--- src/rtl/compressor_pkg.sv ---
// Shared constants for the row RLE compressor: FSM encoding, the row marker
// byte and the byte positions inside a token (count first, then value bytes
// MSB first).
package compressor_pkg;

  localparam logic [1:0] ST_IDLE   = 2'd0;  // no open run
  localparam logic [1:0] ST_ACCUM  = 2'd1;  // run open, accepting pixels
  localparam logic [1:0] ST_EMIT   = 2'd2;  // token being serialised
  localparam logic [1:0] ST_MARKER = 2'd3;  // end-of-row marker byte

  localparam logic [7:0] ROW_MARKER = 8'h00;

  // Token byte positions: byte 0 is the run count, bytes 1..PIXEL_BYTES are
  // the pixel value starting with its most significant byte.
  localparam int TOK_COUNT_POS = 0;
  localparam int TOK_VALUE_POS = 1;

endpackage

--- src/rtl/rle_emit_serializer.sv ---
// Serialises one {count, value} token onto the byte stream. A load captures
// the snapshot and presents the count byte on the next cycle; each consumed
// byte advances the index, and `done` flags consumption of the last byte.
module rle_emit_serializer
  import compressor_pkg::*;
#(
  parameter int PIXEL_BYTES = 2
) (
  input  logic                     clk,
  input  logic                     rst_n,
  input  logic                     load,
  input  logic [7:0]               load_count,
  input  logic [8*PIXEL_BYTES-1:0] load_value,
  input  logic                     consume,
  output logic [7:0]               frame,
  output logic                     valid,
  output logic                     done
);

  localparam int TOK_BYTES = PIXEL_BYTES + 1;

  logic [7:0]               cnt_q;
  logic [8*PIXEL_BYTES-1:0] val_q;
  logic [2:0]               idx_q;
  logic                     last_byte;

  assign last_byte = (idx_q == 3'(TOK_BYTES - 1));
  assign done      = valid && consume && last_byte;

  // Snapshot load has priority so a follow-on token can start the cycle the
  // previous one finishes.
  always_ff @(posedge clk or negedge rst_n) begin
    if (!rst_n) begin
      cnt_q <= '0;
      val_q <= '0;
      idx_q <= '0;
      valid <= 1'b0;
    end else if (load) begin
      cnt_q <= load_count;
      val_q <= load_value;
      idx_q <= 3'(TOK_COUNT_POS);
      valid <= 1'b1;
    end else if (valid && consume) begin
      if (last_byte) begin
        valid <= 1'b0;
        idx_q <= '0;
      end else begin
        idx_q <= idx_q + 3'd1;
      end
    end
  end

  // Byte select from registered state only, so the output holds while stalled.
  always_comb begin
    frame = 8'h00;
    if (idx_q == 3'(TOK_COUNT_POS)) frame = cnt_q;
    for (int k = 0; k < PIXEL_BYTES; k++)
      if (idx_q == 3'(TOK_VALUE_POS + k))
        frame = val_q[8*(PIXEL_BYTES-1-k) +: 8];
  end

endmodule

--- src/rtl/row_rle_compressor.sv ---
// Row-oriented run-length compressor. Pixels are grouped into runs of equal
// symbols; each run becomes a token {count, value bytes MSB first}. Runs
// never cross a row boundary. Define ROW_MARKER_EN to append a 8'h00 marker
// byte after each row's last token.
module row_rle_compressor
  import compressor_pkg::*;
#(
  parameter int ROW_PIXELS  = 640,
  parameter int PIXEL_BYTES = 2,
  parameter int MAX_RUN     = 255
) (
  input  logic                     CLK,
  input  logic                     RST,
  input  logic [8*PIXEL_BYTES-1:0] i_pixel,
  input  logic                     i_valid,
  output logic                     o_in_ready,
  input  logic                     i_uart_allowed,
  output logic [7:0]               o_frame,
  output logic                     o_ready,
  output logic                     o_row_done
);

  localparam int IDX_W = $clog2(ROW_PIXELS) + 1;

  logic [1:0]               state;
  logic [8*PIXEL_BYTES-1:0] run_val;
  logic [7:0]               run_cnt;
  logic [IDX_W-1:0]         pix_idx;
  logic                     row_end;  // current row has had its last pixel
  logic                     pend;     // trailing single-pixel run still to emit
  logic                     live;     // low until the first clock after reset

  logic                     accept, last_px, extend;
  logic                     ld;
  logic [7:0]               ld_cnt;
  logic [8*PIXEL_BYTES-1:0] ld_val;
  logic [7:0]               ser_frame;
  logic                     ser_valid, ser_done;

  assign o_in_ready = live && (state == ST_IDLE || state == ST_ACCUM);
  assign accept     = i_valid && o_in_ready;
  assign last_px    = (pix_idx == IDX_W'(ROW_PIXELS - 1));
  assign extend     = (state == ST_ACCUM) && (i_pixel == run_val) &&
                      (run_cnt < 8'(MAX_RUN));

  assign o_ready = ser_valid || (state == ST_MARKER);
  assign o_frame = (state == ST_MARKER) ? ROW_MARKER : ser_frame;

  // Decide when and what to hand to the serializer.
  always_comb begin
    ld     = 1'b0;
    ld_cnt = 8'd1;
    ld_val = i_pixel;
    if (accept) begin
      if (state == ST_ACCUM && !extend) begin
        ld     = 1'b1;
        ld_cnt = run_cnt;
        ld_val = run_val;
      end else if (last_px) begin
        ld     = 1'b1;
        ld_cnt = (state == ST_ACCUM) ? run_cnt + 8'd1 : 8'd1;
      end
    end else if (state == ST_EMIT && ser_done && pend) begin
      ld     = 1'b1;
      ld_cnt = run_cnt;
      ld_val = run_val;
    end
  end

  // Run tracking, pixel index and row sequencing.
  always_ff @(posedge CLK or negedge RST) begin
    if (!RST) begin
      state      <= ST_IDLE;
      run_val    <= '0;
      run_cnt    <= '0;
      pix_idx    <= '0;
      row_end    <= 1'b0;
      pend       <= 1'b0;
      live       <= 1'b0;
      o_row_done <= 1'b0;
    end else begin
      live       <= 1'b1;
      o_row_done <= 1'b0;
      case (state)
        ST_IDLE, ST_ACCUM: begin
          if (accept) begin
            pix_idx <= last_px ? '0 : pix_idx + IDX_W'(1);
            if (extend || state == ST_IDLE) begin
              if (last_px) begin
                run_cnt <= '0;
                row_end <= 1'b1;
                state   <= ST_EMIT;
              end else begin
                run_val <= i_pixel;
                run_cnt <= extend ? run_cnt + 8'd1 : 8'd1;
                state   <= ST_ACCUM;
              end
            end else begin
              run_val <= i_pixel;
              run_cnt <= 8'd1;
              state   <= ST_EMIT;
              if (last_px) begin
                pend    <= 1'b1;
                row_end <= 1'b1;
              end
            end
          end
        end
        ST_EMIT: begin
          if (ser_done) begin
            if (pend) begin
              pend    <= 1'b0;
              run_cnt <= '0;
            end else if (row_end) begin
`ifdef ROW_MARKER_EN
              state <= ST_MARKER;
`else
              row_end    <= 1'b0;
              o_row_done <= 1'b1;
              state      <= ST_IDLE;
`endif
            end else begin
              state <= ST_ACCUM;
            end
          end
        end
        ST_MARKER: begin
          if (i_uart_allowed) begin
            row_end    <= 1'b0;
            o_row_done <= 1'b1;
            state      <= ST_IDLE;
          end
        end
        default: state <= ST_IDLE;
      endcase
    end
  end

  rle_emit_serializer #(.PIXEL_BYTES(PIXEL_BYTES)) u_ser (
    .clk        (CLK),
    .rst_n      (RST),
    .load       (ld),
    .load_count (ld_cnt),
    .load_value (ld_val),
    .consume    (i_uart_allowed),
    .frame      (ser_frame),
    .valid      (ser_valid),
    .done       (ser_done)
  );

endmodule

--- config.mk ---
export PLATFORM = sky130hd
export DESIGN_NAME = row_rle_compressor
export DESIGN_NICKNAME = d
export VERILOG_FILES = /design/src/rtl/compressor_pkg.sv /design/src/rtl/rle_emit_serializer.sv /design/src/rtl/row_rle_compressor.sv
export SDC_FILE = /design/constraint.sdc
export NUM_CORES = 1
export LEC_CHECK = 0
export ABC_AREA = 1
export CAP_MARGIN = 30
export CORE_MARGIN = 1
export CORE_UTILIZATION = 40
export CTS_BUF_LIST = sky130_fd_sc_hd__clkbuf_4 sky130_fd_sc_hd__clkbuf_8 sky130_fd_sc_hd__clkbuf_16
export CTS_CLUSTER_DIAMETER = 150
export DETAILED_ROUTE_END_ITERATION = 10
export PLACE_DENSITY = 0.56
export SKIP_LAST_GASP = 1
export SYNTH_ARGS = -nofsm -noshare
export SYNTH_HDL_FRONTEND = slang
export SYNTH_SLANG_ARGS = --single-unit
--- constraint.sdc ---
create_clock -name CLK -period 3.7 [get_ports CLK]
set_input_delay 0.74 -clock CLK [delete_from_list [all_inputs] [get_ports CLK]]
set_output_delay 0.74 -clock CLK [all_outputs]
set_load 0.05 [all_outputs]
Word-level counts from Yosys, hierarchy flattened
Cells that the tools add are included.
Widths: inputs -> output; s select.
{"block": "totals", "mem_bits_ro": 0, "latchBits": 0, "reg_bits": 69, "mem_count": 0, "out_inout_bits": 11, "mem_bits_rw": 0}
{"block": "classes", "eq_ne": 15, "add_sub_neg": 3, "n_lt_le_gt_ge": 1, "n_reduce_logical": 26, "div_mod_pow": 0, "n_mux": 55, "shifts": 0, "bitwise_logic": 0, "multipliers": 0}
{"cell": "$mux 8", "count": 15}
{"cell": "$mux 16", "count": 5}
{"cell": "$mux 1", "count": 20}
{"cell": "$eq 16x16->1", "count": 1}
{"cell": "$ne 2x2->1 const B", "count": 8}
{"cell": "$pmux 8 s2", "count": 1}
{"cell": "$mux 2", "count": 6}
{"cell": "$add 11x1->11 const B", "count": 1}
{"cell": "$eq 11x10->1 const B", "count": 1}
{"cell": "$mux 11", "count": 1}
{"cell": "$reduce_and 5->1", "count": 2}
{"cell": "$logic_and 1x1->1", "count": 9}
{"cell": "$mux 3", "count": 3}
{"cell": "$add 8x1->8 const B", "count": 1}
{"cell": "$lt 8x8->1 const B", "count": 1}
{"cell": "$reduce_and 4->1", "count": 2}
{"cell": "$pmux 2 s3", "count": 1}
{"cell": "$reduce_bool 2->1", "count": 3}
{"cell": "$eq 2x2->1 const B", "count": 2}
{"cell": "$pmux 1 s2", "count": 2}
{"cell": "$reduce_and 2->1", "count": 2}
{"cell": "$add 3x1->3 const B", "count": 1}
{"cell": "$eq 3x1->1 const B", "count": 1}
{"cell": "$eq 3x2->1 const B", "count": 1}
{"cell": "8 further kinds", "count": 10}

Logic depth before layout (Yosys ltp)
{"block": "depth", "word_depth": 9, "ltp_mapped": 14}

Modules after synthesis
From an unflattened synthesis, not the netlist that was laid out.
{"block": "hier_totals", "cells_unflattened": 628, "hier_area_um2": 4225.3}
{"module": "row_rle_compressor", "seq_area_each_um2": 1026.0, "cells_per_inst": 460, "n_inst": 1, "area_per_inst_um2": 2932.8}
{"module": "rle_emit_serializer", "seq_area_each_um2": 700.7, "cells_per_inst": 168, "n_inst": 1, "area_per_inst_um2": 1292.5}

Worst setup path before layout
OpenSTA, ideal clock, no wires.
{"block": "synth_path", "kind": "reg-to-output", "start": "reg u_ser.idx_q[2]", "end": "out o_frame[0]", "t_arrival_ns": 1.781, "stages_incl_launch_ff": 5, "path_slack_ns": 1.179, "path_buffers": 1, "required_time_ns": 2.960, "cell_sequence": "dfrtp_1 inv_2 buf_1 nand4_1 a31oi_1"}
{"block": "synth_between", "elab_chain_len": 5, "elab_cells_between_ends": 7}
{"element": "from (decl)", "line": "rle_emit_serializer.sv:24", "source": "logic [2:0] idx_q;"}
{"element": "from (signal assigned)", "line": "rle_emit_serializer.sv:41", "source": "idx_q <= 3'(TOK_COUNT_POS);"}
{"element": "from (signal assigned)", "line": "rle_emit_serializer.sv:48", "source": "idx_q <= idx_q + 3'd1;"}
{"element": "$logic_not 3->1", "line": "rle_emit_serializer.sv:56", "source": "if (idx_q == 3'(TOK_COUNT_POS)) frame = cnt_q;"}
{"element": "$mux 8", "line": "rle_emit_serializer.sv:56"}
{"element": "$mux 8", "line": "rle_emit_serializer.sv:58", "source": "if (idx_q == 3'(TOK_VALUE_POS + k))"}
{"element": "$mux 8 (*)", "line": "rle_emit_serializer.sv:58"}
{"element": "$mux 8 (*)", "line": "row_rle_compressor.sv:47", "source": "assign o_frame = (state == ST_MARKER) ? ROW_MARKER : ser_frame;"}
{"element": "to (decl)", "line": "row_rle_compressor.sv:18", "source": "output logic [7:0] o_frame,"}
Every way passes the cells marked *; elsewhere a longest branch is shown, timed or not.

Final worst setup path
{"block": "layout_path", "start": "reg u_ser.idx_q[0]", "end": "out o_frame[7]"}
Same word-level chain as after synthesis.

==> key figures <==
GRT
  – First-pass GRT wire length: 18,300 um
  – Global Route Usage Sum: 21.2%
  – Largest net degree at the start of global routing: 70
  – Initial antenna violation count: 0
  – Vias in the first global route: 3,678
  – Grt total ovfl: 0

Routing
  – Top layer in use: met4
  – Wl on met1: 5280 um
  – DR vias: 3,695
  – Wirelength per Cell: 14.6 um
  – WL met3: 518 um
  – Drt first pass iters: 5
  – Final ANT Viol Nets: 0
  – Via-to-Cell Ratio: 5.10
  – Initial DRC Count: 173
  – DR WL met2: 4570 um
  – Post-route DRC violation count: 0
  – Final wirelength: 10,600 um

Cells and area
  – Area delta synth->final: 14.4%
  – Most common cell after layout, fill and taps aside: nand2_1
  – Antenna Cells: 0
  – Storage cell area: 0.00173 sq mm
  – NumNets Final: 609
  – Most frequent cells in the layout: nand2_1 (159), dfrtp_1 (69), inv_1 (68), nand3_1 (68), nor2_1 (45)
  – Multi-input logic area: 0.00200 sq mm
  – Final instance area: 0.00474 sq mm
  – # fillers: 1,049
  – Fraction of layout cells with a size suffix above 1: 8.95%

Logic synthesis
  – Cell variety after synth: 43
  – Post-synth top area cell: dfrtp_1
  – Ys flop type: dfrtp_1
  – Post-synth EDFFs: 0
  – Seq/Total Area, Yosys: 41.7%
  – Synth area leaders: dfrtp_1 (42%), nand2_1 (14%), nand3_1 (8.2%)
  – Synth top area share: 41.7%
  – Ys Warns: 0
  – Mapped Cells: 559
  – Avg Synthesized Cell Area: 7.41 sq um
  – Mapped cell area: 0.00414 sq mm
  – Synth Register Bits: 69
  – Async S/R FF share, synth: 100%
  – Syn nets: 581

Placed design
  – RD Place Congestion: 0.880
  – Dpl cell area: 0.00452 sq mm
  – DP Wirelength: 7760 um
  – Port Buf Inserts: 30

Clock tree
  – Hold_buf cts: 0
  – Clock sink count: 69
  – Worst-path clk slew: 0.08 ns
  – Clock Latency Late Sink: 0.35 ns
  – CTS root buffer: clkbuf_8
  – Setup bufs post-CTS: 0
  – Max clock buf depth: 2
  – H-tree level count: 3
  – Post-CTS sizing: 0
  – Num CTS Buffers: 9
  – CTS tree: done

Timing
  – Skew final: 0.00977 ns
  – Setup TNS: 0 ns
  – Unrepaired setup endpoints after global routing: no
  – Final hold slack: 0.481 ns
  – Tightest Pin Transition: 0.895 ns
  – Achievable clock frequency: 299 MHz
  – Slew Limit Fails: 0
  – Max_slew headroom: 40.4%
  – Final hold violations: 0
  – Setup-failing EPs final: 0
  – Final min period: 3.34 ns
  – Tcrit/Tclk final: 90.3%

Power
  – Pint: 0.00182 W
  – Pwr dens: 688 mW/mm^2
  – Switching part of the total: 44.2%
  – Worst vdd ir: 0.000414 V
  – Switch Pwr: 0.00144 W
  – Sequential Power Share: 35.9%
  – Pleak: 2.33 nW
  – Clock share of power: 21.6%
  – Comb pwr share: 42.5%
  – Power, Total: 0.00326 W

Floorplanning
  – Width of the chip: 104 um
  – # IOs: 31
  – Starting Density: 41.8%
  – Die ar.: 0.0108 sq mm
  – Row cnt: 36
  – Core area: 0.00991 sq mm
  – Chip height: 104 um

Worst setup path
  – WP buf/inv: 1
  – Worst EP required: 2.96 ns
  – Slowest library cell on the worst path: clkdlybuf4s50_1
  – Startpoint types: flop
  – CP Cell Sequence: nor2_1 > nand3_1 > a31oi_1 > clkdlybuf4s50_1
  – Crit Path Class: reg -> out
  – Crit path DAT: 2.60 ns
  – Crit-path max FO: 12
  – Worst path top cell family by delay: buffers and inverters
  – Largest stage delay, worst path: 0.83 ns
  – Critical path capture point type: output pin
  – R2r setup slk: 1.23 ns

Run
  – Max-cap violations: 0

Hold path
  – Hold Crit Class: reg -> reg

Outcome
  – Status: complete, no violations
==> power groups by stage <==
stage / registers (W) / clock network (W) / logic [W]
2_1_floorplan: 0.00113 / 0 / 0.00106
3_3_place_gp: 0.00118 / 0 / 0.00136
3_5_place_dp: 0.00119 / 0 / 0.00138
4_1_cts: 0.00117 / 0.000724 / 0.00139
5_1_grt: 0.00120 / 0.000749 / 0.00156
6_report: 0.00117 / 0.000704 / 0.00138
==> sequential cells by signal (all words and copies together) (netlist names) <==
register,count
run_val,16
live,1
pix_idx,11
pend,1
u_ser.valid,1
row_end,1
run_cnt,8
u_ser.idx_q,3
state,2
u_ser.val_q,16
u_ser.cnt_q,8
o_row_done,1
==> through the flow <==
step / instances / setup WS [ns] / util, %
floorplan: 559 / 1.18 / -
global placement: 708 / 0.594 / 45.4
detailed placement: 709 / 0.617 / 45.6
CTS: 725 / 0.383 / 47.8
global route: 725 / 0.139 / 47.8
finish: 725 / 0.357 / 47.8
==> path summary, 6_finish.rpt <==
| kind | to | cells past startpoint | from |
|---|---|---|---|
| max in group asynchronous | run_cnt[4] | 2 | RST |
| min in group asynchronous | u_ser.idx_q[2] | 2 | RST |
| hold reg to reg | pix_idx[4] | 1 | pix_idx[4] |
| setup reg to reg | u_ser.val_q[12] | 11 | u_ser.idx_q[0] |
| setup / recovery | o_frame[7] | 4 | u_ser.idx_q[0] |
| hold / removal | pix_idx[4] | 1 | pix_idx[4] |
==> layout make-up <==
class / instances / share of cell area [%]
inverters: 78 / 6.55
clock inverters: 7 / 2.06
flip-flops and latches: 69 / 36.4
multi-input cells: 397 / 42.1
repair buffers: 32 / 6.71
well taps: 133 / 3.51
clock buffers: 9 / 2.61
==> metal layers <==
layer	track usage, %	vias up
met3	3.96	21
met2	31.6	87
met5	0	-
li1	-	1861
met1	30.9	1726
met4	7.24	0
==> synth_stat cells, types with 6 or more instances <==
master	number
o21ai_0	25
a21oi_1	12
dfrtp_1	69
nand3_1	68
nand2_2	7
inv_1	68
nand4_1	17
nand2_1	159
nor2_1	45
a31oi_1	8
inv_2	6
xor2_1	8
==> cell families after synthesis <==
family	Yosys count	synth area share [%]
AO/OA/AOI/OAI	57	8.03
flip-flops	69	41.7
adder cells (fa/ha/maj)	2	0.604
XOR/XNOR	11	2.33
other	1	0.0905
AND/OR/NAND/NOR	326	37.1
buffers and inverters	93	10.1
Power figures use the tool's default switching activity.
